File: config.mk
export PLATFORM = sky130hd
export DESIGN_NAME = mbc_bus_master_flat
export DESIGN_NICKNAME = d
export VERILOG_FILES = /design/src/rtl/mbc_bus_pkg.sv /design/src/rtl/mbc_bus_master_if.sv /design/src/rtl/mbc1_shadow_regs.sv /design/src/rtl/mbc_bus_master.sv /design/src/flat_wrapper.sv
export SDC_FILE = /design/constraint.sdc
export NUM_CORES = 1
export LEC_CHECK = 0
export BUFFER_PORTS_ARGS = -buffer_cell sky130_fd_sc_hd__buf_2
export CAP_MARGIN = 20
export CORE_MARGIN = 3
export CORE_UTILIZATION = 40
export CTS_CLUSTER_SIZE = 30
export DETAILED_ROUTE_END_ITERATION = 6
export GPL_TIMING_DRIVEN = 1
export PLACE_DENSITY = 0.65
export RECOVER_POWER = 100
export SETUP_SLACK_MARGIN = 0.02
export SLEW_MARGIN = 15
export SYNTH_ARGS = -nofsm -noshare
export SYNTH_HDL_FRONTEND = slang
export SYNTH_SLANG_ARGS = --single-unit
File: constraint.sdc
create_clock -name i_clk -period 2.3 [get_ports i_clk]
set_input_delay 0 -clock i_clk [delete_from_list [all_inputs] [get_ports i_clk]]
set_output_delay 0 -clock i_clk [all_outputs]
set_load 0.05 [all_outputs]
File: src/rtl/mbc_bus_pkg.sv
// Shared types and constants for the cartridge-bus initiator and its MBC1 shadow.
package mbc_bus_pkg;

   localparam int PHASE_W = 4;
   typedef logic [PHASE_W-1:0] phase_t;

   typedef enum logic [1:0] {
      ST_IDLE,
      ST_SETUP,
      ST_STROBE,
      ST_HOLD
   } state_t;

   // External RAM window: the only range that asserts nCS.
   localparam logic [15:0] RAM_WIN_LO = 16'hA000;
   localparam logic [15:0] RAM_WIN_HI = 16'hBFFF;

   // MBC1 register windows; writes below 0x8000 land in a bank register.
   localparam logic [15:0] MBC1_ROM_LO_BASE  = 16'h2000;
   localparam logic [15:0] MBC1_BANK_HI_BASE = 16'h4000;
   localparam logic [15:0] MBC1_MODE_BASE    = 16'h6000;
   localparam logic [15:0] MBC1_REG_HI       = 16'h7FFF;
   localparam logic [3:0]  RAM_EN_KEY        = 4'hA;

   typedef enum logic [1:0] {
      REG_RAM_EN,
      REG_ROM_LO,
      REG_BANK_HI,
      REG_MODE
   } mbc1_reg_t;

   function automatic logic in_ram_window(input logic [15:0] addr);
      return (addr >= RAM_WIN_LO) && (addr <= RAM_WIN_HI);
   endfunction

   function automatic logic mbc1_reg_hit(input logic [15:0] addr);
      return addr <= MBC1_REG_HI;
   endfunction

   function automatic mbc1_reg_t mbc1_reg_sel(input logic [15:0] addr);
      if (addr < MBC1_ROM_LO_BASE)       return REG_RAM_EN;
      else if (addr < MBC1_BANK_HI_BASE) return REG_ROM_LO;
      else if (addr < MBC1_MODE_BASE)    return REG_BANK_HI;
      else                               return REG_MODE;
   endfunction

endpackage

File: src/rtl/mbc_bus_master_if.sv
// Request/response channel between a host sequencer (master) and mbc_bus_master (slave).
interface mbc_bus_master_if;
   logic        req_valid;
   logic        req_ready;
   logic        req_write;
   logic [15:0] req_addr;
   logic [7:0]  req_wdata;
   logic        rsp_valid;
   logic [7:0]  rsp_rdata;

   modport master (
      output req_valid, req_write, req_addr, req_wdata,
      input  req_ready, rsp_valid, rsp_rdata
   );

   modport slave (
      input  req_valid, req_write, req_addr, req_wdata,
      output req_ready, rsp_valid, rsp_rdata
   );
endinterface

File: src/rtl/mbc1_shadow_regs.sv
// Write-snooping copy of the MBC1 bank registers, updated from completed bus writes.
module mbc1_shadow_regs
   import mbc_bus_pkg::*;
(
   input  logic        i_clk,
   input  logic        i_rst,
   input  logic        i_we,
   input  logic [15:0] i_addr,
   input  logic [4:0]  i_wdata,
   output logic        o_ram_en,
   output logic [6:0]  o_rom_bank,
   output logic [1:0]  o_ram_bank,
   output logic        o_mode
);

   logic       r_ram_en;
   logic [4:0] r_rom_lo;
   logic [1:0] r_bank_hi;
   logic       r_mode;
   logic       w_hit;
   mbc1_reg_t  w_sel;

   always_comb begin
      w_hit = mbc1_reg_hit(i_addr);
      w_sel = mbc1_reg_sel(i_addr);
   end

   always_ff @(posedge i_clk) begin
      if (i_rst) begin
         r_ram_en  <= 1'b0;
         r_rom_lo  <= 5'd1;
         r_bank_hi <= 2'd0;
         r_mode    <= 1'b0;
      end else if (i_we && w_hit) begin
         case (w_sel)
            REG_RAM_EN:  r_ram_en  <= (i_wdata[3:0] == RAM_EN_KEY);
            // Bank 0 is unreachable through the low register; MBC1 substitutes 1.
            REG_ROM_LO:  r_rom_lo  <= (i_wdata == 5'd0) ? 5'd1 : i_wdata;
            REG_BANK_HI: r_bank_hi <= i_wdata[1:0];
            REG_MODE:    r_mode    <= i_wdata[0];
            default:     ;
         endcase
      end
   end

   assign o_ram_en   = r_ram_en;
   assign o_rom_bank = {r_bank_hi, r_rom_lo};
   assign o_ram_bank = r_bank_hi;
   assign o_mode     = r_mode;

endmodule

File: src/rtl/mbc_bus_master.sv
// Game Boy cartridge-bus initiator: one read or write at a time with programmable setup/strobe/hold.
// Define MBC1_SHADOW_EN to add the MBC1 register shadow outputs (o_shadow_*).
module mbc_bus_master
   import mbc_bus_pkg::*;
#(
   parameter int unsigned SETUP_CYC  = 2,
   parameter int unsigned STROBE_CYC = 4,
   parameter int unsigned HOLD_CYC   = 1
) (
   input  logic            i_clk,
   input  logic            i_rst,
   mbc_bus_master_if.slave io_req,
   output logic [15:0]     o_cart_a,
   output logic [7:0]      o_cart_d_out,
   output logic            o_cart_d_oe,
   input  logic [7:0]      i_cart_d_in,
   output logic            o_cart_nrd,
   output logic            o_cart_nwr,
   output logic            o_cart_ncs
`ifdef MBC1_SHADOW_EN
   ,
   output logic            o_shadow_ram_en,
   output logic [6:0]      o_shadow_rom_bank,
   output logic [1:0]      o_shadow_ram_bank,
   output logic            o_shadow_mode
`endif
);

   localparam phase_t SETUP_LD  = phase_t'(SETUP_CYC - 1);
   localparam phase_t STROBE_LD = phase_t'(STROBE_CYC - 1);
   localparam phase_t HOLD_LD   = phase_t'(HOLD_CYC - 1);

   state_t      r_state,     w_state_nxt;
   phase_t      r_phase,     w_phase_nxt;
   logic        r_write,     w_write_nxt;
   logic [15:0] r_cart_a,    w_cart_a_nxt;
   logic [7:0]  r_d_out,     w_d_out_nxt;
   logic        r_d_oe,      w_d_oe_nxt;
   logic        r_nrd,       w_nrd_nxt;
   logic        r_nwr,       w_nwr_nxt;
   logic        r_ncs,       w_ncs_nxt;
   logic        r_rsp_valid, w_rsp_valid_nxt;
   logic [7:0]  r_rsp_rdata, w_rsp_rdata_nxt;
   logic        w_accept;
   logic        w_phase_last;

   // Every cart_* register is loaded with the value for the state being entered,
   // so the pins change on the same edge as the FSM and never glitch.
   always_comb begin
      // NOTE: every output of this block gets a default first; a path that skips
      // an assignment would otherwise infer a latch.
      w_state_nxt     = r_state;
      w_phase_nxt     = r_phase;
      w_write_nxt     = r_write;
      w_cart_a_nxt    = r_cart_a;
      w_d_out_nxt     = r_d_out;
      w_d_oe_nxt      = r_d_oe;
      w_nrd_nxt       = r_nrd;
      w_nwr_nxt       = r_nwr;
      w_ncs_nxt       = r_ncs;
      w_rsp_valid_nxt = 1'b0;
      w_rsp_rdata_nxt = r_rsp_rdata;
      w_accept        = io_req.req_valid && (r_state == ST_IDLE);
      w_phase_last    = (r_phase == '0);

      case (r_state)
         ST_IDLE: begin
            if (w_accept) begin
               w_state_nxt  = ST_SETUP;
               w_phase_nxt  = SETUP_LD;
               w_write_nxt  = io_req.req_write;
               w_cart_a_nxt = io_req.req_addr;
               w_ncs_nxt    = !in_ram_window(io_req.req_addr);
               w_d_oe_nxt   = io_req.req_write;
               if (io_req.req_write) w_d_out_nxt = io_req.req_wdata;
            end
         end
         ST_SETUP: begin
            if (w_phase_last) begin
               w_state_nxt = ST_STROBE;
               w_phase_nxt = STROBE_LD;
               w_nrd_nxt   = r_write;
               w_nwr_nxt   = !r_write;
            end else begin
               w_phase_nxt = r_phase - 1'b1;
            end
         end
         ST_STROBE: begin
            if (w_phase_last) begin
               w_state_nxt = ST_HOLD;
               w_phase_nxt = HOLD_LD;
               w_nrd_nxt   = 1'b1;
               w_nwr_nxt   = 1'b1;
               if (!r_write) w_rsp_rdata_nxt = i_cart_d_in;
            end else begin
               w_phase_nxt = r_phase - 1'b1;
            end
         end
         ST_HOLD: begin
            if (w_phase_last) begin
               w_state_nxt     = ST_IDLE;
               w_phase_nxt     = '0;
               w_ncs_nxt       = 1'b1;
               w_d_oe_nxt      = 1'b0;
               w_rsp_valid_nxt = 1'b1;
            end else begin
               w_phase_nxt = r_phase - 1'b1;
            end
         end
         default: w_state_nxt = ST_IDLE;
      endcase
   end

   always_ff @(posedge i_clk) begin
      // NOTE: state registers use non-blocking assignments so every flop samples
      // the pre-edge values, independent of statement order.
      if (i_rst) begin
         r_state     <= ST_IDLE;
         r_phase     <= '0;
         r_write     <= 1'b0;
         r_cart_a    <= '0;
         r_d_out     <= '0;
         r_d_oe      <= 1'b0;
         r_nrd       <= 1'b1;
         r_nwr       <= 1'b1;
         r_ncs       <= 1'b1;
         r_rsp_valid <= 1'b0;
         r_rsp_rdata <= '0;
      end else begin
         r_state     <= w_state_nxt;
         r_phase     <= w_phase_nxt;
         r_write     <= w_write_nxt;
         r_cart_a    <= w_cart_a_nxt;
         r_d_out     <= w_d_out_nxt;
         r_d_oe      <= w_d_oe_nxt;
         r_nrd       <= w_nrd_nxt;
         r_nwr       <= w_nwr_nxt;
         r_ncs       <= w_ncs_nxt;
         r_rsp_valid <= w_rsp_valid_nxt;
         r_rsp_rdata <= w_rsp_rdata_nxt;
      end
   end

   assign io_req.req_ready = (r_state == ST_IDLE);
   assign io_req.rsp_valid = r_rsp_valid;
   assign io_req.rsp_rdata = r_rsp_rdata;
   assign o_cart_a         = r_cart_a;
   assign o_cart_d_out     = r_d_out;
   assign o_cart_d_oe      = r_d_oe;
   assign o_cart_nrd       = r_nrd;
   assign o_cart_nwr       = r_nwr;
   assign o_cart_ncs       = r_ncs;

`ifdef MBC1_SHADOW_EN
   logic w_shadow_we;

   // The register is committed on the final strobe cycle, as the cartridge latches it.
   assign w_shadow_we = (r_state == ST_STROBE) && w_phase_last && r_write;

   mbc1_shadow_regs u_shadow (
      .i_clk      (i_clk),
      .i_rst      (i_rst),
      .i_we       (w_shadow_we),
      .i_addr     (r_cart_a),
      .i_wdata    (r_d_out[4:0]),
      .o_ram_en   (o_shadow_ram_en),
      .o_rom_bank (o_shadow_rom_bank),
      .o_ram_bank (o_shadow_ram_bank),
      .o_mode     (o_shadow_mode)
   );
`endif

endmodule

File: src/flat_wrapper.sv
// flat-port wrapper written by rule: the top's interface ports become plain ports
module mbc_bus_master_flat import mbc_bus_pkg::*;
#(
   parameter int unsigned SETUP_CYC  = 2,
   parameter int unsigned STROBE_CYC = 4,
   parameter int unsigned HOLD_CYC   = 1
)
  (i_clk, i_rst, o_cart_a, o_cart_d_out, o_cart_d_oe, i_cart_d_in, o_cart_nrd, o_cart_nwr, o_cart_ncs, io_req_req_valid, io_req_req_write, io_req_req_addr, io_req_req_wdata, io_req_req_ready, io_req_rsp_valid, io_req_rsp_rdata);
  mbc_bus_master_if io_req_i ();
  input  logic i_clk;
  input  logic i_rst;
  output logic [15:0] o_cart_a;
  output logic [7:0] o_cart_d_out;
  output logic o_cart_d_oe;
  input  logic [7:0] i_cart_d_in;
  output logic o_cart_nrd;
  output logic o_cart_nwr;
  output logic o_cart_ncs;
  input wire logic [$bits(io_req_i.req_valid)-1:0] io_req_req_valid;
  input wire logic [$bits(io_req_i.req_write)-1:0] io_req_req_write;
  input wire logic [$bits(io_req_i.req_addr)-1:0] io_req_req_addr;
  input wire logic [$bits(io_req_i.req_wdata)-1:0] io_req_req_wdata;
  output wire logic [$bits(io_req_i.req_ready)-1:0] io_req_req_ready;
  output wire logic [$bits(io_req_i.rsp_valid)-1:0] io_req_rsp_valid;
  output wire logic [$bits(io_req_i.rsp_rdata)-1:0] io_req_rsp_rdata;
  assign io_req_i.req_valid = io_req_req_valid;
  assign io_req_i.req_write = io_req_req_write;
  assign io_req_i.req_addr = io_req_req_addr;
  assign io_req_i.req_wdata = io_req_req_wdata;
  assign io_req_req_ready = io_req_i.req_ready;
  assign io_req_rsp_valid = io_req_i.rsp_valid;
  assign io_req_rsp_rdata = io_req_i.rsp_rdata;
  mbc_bus_master #(.SETUP_CYC(SETUP_CYC), .STROBE_CYC(STROBE_CYC), .HOLD_CYC(HOLD_CYC)) u_core (.i_clk(i_clk), .i_rst(i_rst), .io_req(io_req_i), .o_cart_a(o_cart_a), .o_cart_d_out(o_cart_d_out), .o_cart_d_oe(o_cart_d_oe), .i_cart_d_in(i_cart_d_in), .o_cart_nrd(o_cart_nrd), .o_cart_nwr(o_cart_nwr), .o_cart_ncs(o_cart_ncs));
endmodule
==> flow_summary.ini <==
[worst_hold_path]
whs_endpoint = u_core.o_cart_d_oe
whs_path_depth = 3
hp_class = input port to register
hold_path_startpoint = io_req_req_write

[grt]
pin_count_of_the_biggest_net_entering_global_routing = 30
grt.overflow.total = 0
number_of_antenna_violations_at_the_first_check_in_global_routing = 0
grt_first_pass_wirelength_um = 7890
track_usage = 0.184
grt_pass1_vias = 1788

[synth]
mappedNetlistNets = 266
ys_top_cells_by_area = sky130_fd_sc_hd__dfxtp_1, sky130_fd_sc_hd__nand2_1, sky130_fd_sc_hd__a21oi_1
synth_area_mm2 = 0.00183
yosysMostFrequentCell = sky130_fd_sc_hd__nand2_1
post_synth_inst_count = 223
yosys_most_used_dff = sky130_fd_sc_hd__dfxtp_1
synth.mux.area_fraction = 0.0219
synth_async_sr_flop_share = 0
synthesis_stage_register_bit_count = 44
yosys.area_share.xor_xnor = 0
yosys.area.top_type_share = 0.482
combinational_family_with_the_most_area_after_synthesis = simple AND/OR/NAND/NOR gates
postSynthAreaPerCell_um2 = 8.20
synth_simple_gate_area_share = 0.242
synth-edff-count = 0
most_used_standard_cells_in_the_synthesized_netlist = sky130_fd_sc_hd__nand2_1, sky130_fd_sc_hd__dfxtp_1, sky130_fd_sc_hd__a21oi_1
synth_cell_type_count = 34
synth.yosys.seq_area_share = 0.482
synth-compound-area-share = 0.163
yosys.area_share.adder = 0.0479
yosys_warnings = 0
synth_top_area_cell = sky130_fd_sc_hd__dfxtp_1

[clock_tree]
clk_root_buffer_cell = sky130_fd_sc_hd__clkbuf_8
clock_latency_ns = 0.29
tritoncts = done
clockBufferDepth = 2
htreeDepth = 2
ctsResizeCount = 0
cts_post_setup_buffers_inserted = 0
worst_setup_hold_path_clk_slew_ns = 0.08
tritoncts_num_sinks = 44
tritoncts.num_buffers = 5

[place]
standard_cell_area_after_detailed_placement_mm2 = 0.00222
place_hpwl_um = 3200
numPortBuffers = 73
globalplace.congestion = 0.806
pre_cts_ws_ns = 0.463

[layout]
postLayoutCellArea_mm2 = 0.00257
multi_input_area_um2 = 866
nets = 367
nFillCells = 403
post_route_cells_drive_above_1_share = 0.138
antenna_cells = 0
layout.area.seq_um2 = 881
area_delta_synth_final_pct = 40.6

[timing]
timing.final.setup_violations = 0
unrepaired_setup_endpoints_after_global_routing = false
holdWs_ns = 0.151
timing.final.ws_setup_ns = 0.422
drv_slew = 0
finalCriticalPeriod_ns = 1.88
skew_ns = 0.00574
post-route-period-util = 0.817
tightestPinTransition_ns = 0.841
worst_slew_margin_rel = 0.439
hold_violations = 0
final.setup.tns_ns = 0
max_freq_mhz = 532

[setup_path]
timing.critical_path.fanout_max = 9
startpoint_type = register
number_of_cells_on_the_worst_reg_to_reg_path = 6
required_ns = 2.50
number_of_buffer_and_inverter_stages_on_the_critical_path = 2
critPathTopFamily = buffers and inverters
crit_path_cell_trace = inv_1 > ha_1 > nor3b_1 > clkbuf_1 > o211ai_1 > a311oi_1
crit-reg2reg-capture = u_core.r_phase[0]
setup.reg_to_reg.worst_slack_ns = 0.42
critical_path_arrival_ns = 2.08
crit_slowest_cell = sky130_fd_sc_hd__nor3b_1
r2r-start = u_core.r_phase[0]
crit_type = register to register
slowest_delay_ns = 0.41
critical_path.endpoint_type = register

[routing]
route.vias.total = 1873
detail_route.iter0.violations = 108
post-route-drc-count = 0
routed_wl_um = 4810
avgViaCountPerCell = 4.99
antenna_left = 0
drtPass1Iterations = 4
wl_per_cell_um = 12.8

[power]
power.density_cell_area_mw_per_mm2 = 1080
power_leakage_nw = 1.04
vdd_drop_max_uv = 811

[floorplan]
chipHeight_um = 73.6
number_of_cell_rows = 23
core_mm2 = 0.00420
initial_utilization = 0.435
die_width_um = 73.6
floorplan.io_pins = 74
fp.dieArea_mm2 = 0.00542

[outcome]
run_status = finished clean

[flow_run]
drv_cap = 0
-- what timing repair did --
action                                 CTS  global route
hold buffers                            32             0
setup endpoints to repair                0             0
endpoints found under the hold margin   32             0
-- routing by layer --
metal	vias up	part of all wire	track usage
met2	62	0.48	0.312
met5	-	0	0
li1	966	-	-
met1	841	0.44	0.226
met3	4	0.065	0.0465
met4	0	0.0087	0.0604
-- state kept, by name, summed over array words and instances (netlist names) --
signal	flops
u_core.o_cart_a	16
u_core.io_req.rsp_rdata	8
u_core.o_cart_d_out	8
u_core.r_phase	4
u_core.r_state	2
u_core.io_req.rsp_valid	1
u_core.o_cart_d_oe	1
u_core.o_cart_ncs	1
u_core.o_cart_nrd	1
u_core.o_cart_nwr	1
u_core.r_write	1
-- area by class of cell --
type,count,share of cell area
Tap cell,50,0.0243
Clock buffer,5,0.0268
Clock inverter,3,0.00730
Inverter,7,0.0102
Timing Repair Buffer,107,0.252
Sequential cell,44,0.342
Multi-Input combinational cell,159,0.337
-- cells in the final DEF (no fill, tap or decap), types with 2 or more instances in the layout --
cell,synthesis,layout
sky130_fd_sc_hd__mux2i_1,4,4
sky130_fd_sc_hd__nor2b_1,2,2
sky130_fd_sc_hd__dlygate4sd3_1,0,32
sky130_fd_sc_hd__nand3_1,11,11
sky130_fd_sc_hd__nand2b_1,2,2
sky130_fd_sc_hd__clkbuf_1,7,39
sky130_fd_sc_hd__clkbuf_8,0,5
sky130_fd_sc_hd__a21oi_1,34,34
sky130_fd_sc_hd__o21ai_0,10,10
sky130_fd_sc_hd__and3_1,2,2
sky130_fd_sc_hd__nand2_1,53,53
sky130_fd_sc_hd__nor2_1,9,9
sky130_fd_sc_hd__nor3b_1,4,4
sky130_fd_sc_hd__nand4_1,3,3
sky130_fd_sc_hd__or3_1,2,2
sky130_fd_sc_hd__ha_1,7,7
sky130_fd_sc_hd__inv_1,7,7
sky130_fd_sc_hd__nor3_1,2,2
sky130_fd_sc_hd__buf_2,3,35
sky130_fd_sc_hd__dfxtp_1,44,44
sky130_fd_sc_hd__clkinv_2,0,2
-- worst max path at each step --
stage                                  from                 end  slack (ns)  cells past startpoint
after floorplan           u_core.r_state[0]  u_core.o_cart_a[0]        0.50                      7
after global placement    u_core.r_state[0]   u_core.r_state[1]        0.52                      5
after detailed placement  u_core.r_state[0]   u_core.r_state[0]        0.46                      5
after CTS                 u_core.r_state[0]   u_core.r_state[0]        0.44                      5
after global routing      u_core.r_phase[0]   u_core.r_phase[0]        0.18                      6
final                     u_core.r_phase[0]   u_core.r_phase[0]        0.42                      6
-- kinds of logic (layout without fill, tap and decap cells) --
logic type               Yosys count  count (layout)
AO/OA/AOI/OAI                     53              53
buffers and inverters             20             122
AND/OR/NAND/NOR                   95              95
multiplexers                       4               4
adder cells (fa/ha/maj)            7               7
flip-flops                        44              44
-- per-stage QoR --
stage / std cells / power, mW / util
after floorplan: 223 / 2.03 / -
after global placement: 335 / 2.31 / 0.528
after detailed placement: 335 / 2.32 / 0.528
after CTS: 375 / 2.84 / 0.625
after global routing: 375 / 2.97 / 0.612
final: 375 / 2.77 / 0.612
-- worst register-to-register path: cells and delay by family, from the launching register on --
family                     cells  cell delay, ns
buffers and inverters          2            0.47
adders and majority gates      1            0.17
AOI/OAI and AO/OA              2            0.41
DFF                            1            0.32
and+or+nand+nor                1            0.41
-- power breakdown --
part / leakage [nW] / switching (mW) / internal, mW
sequential: 0.359 / 0.0751 / 0.894
combinational: 0.636 / 0.952 / 0.371
clock: 0.0479 / 0.262 / 0.212
(Power assumes the default switching activity.)
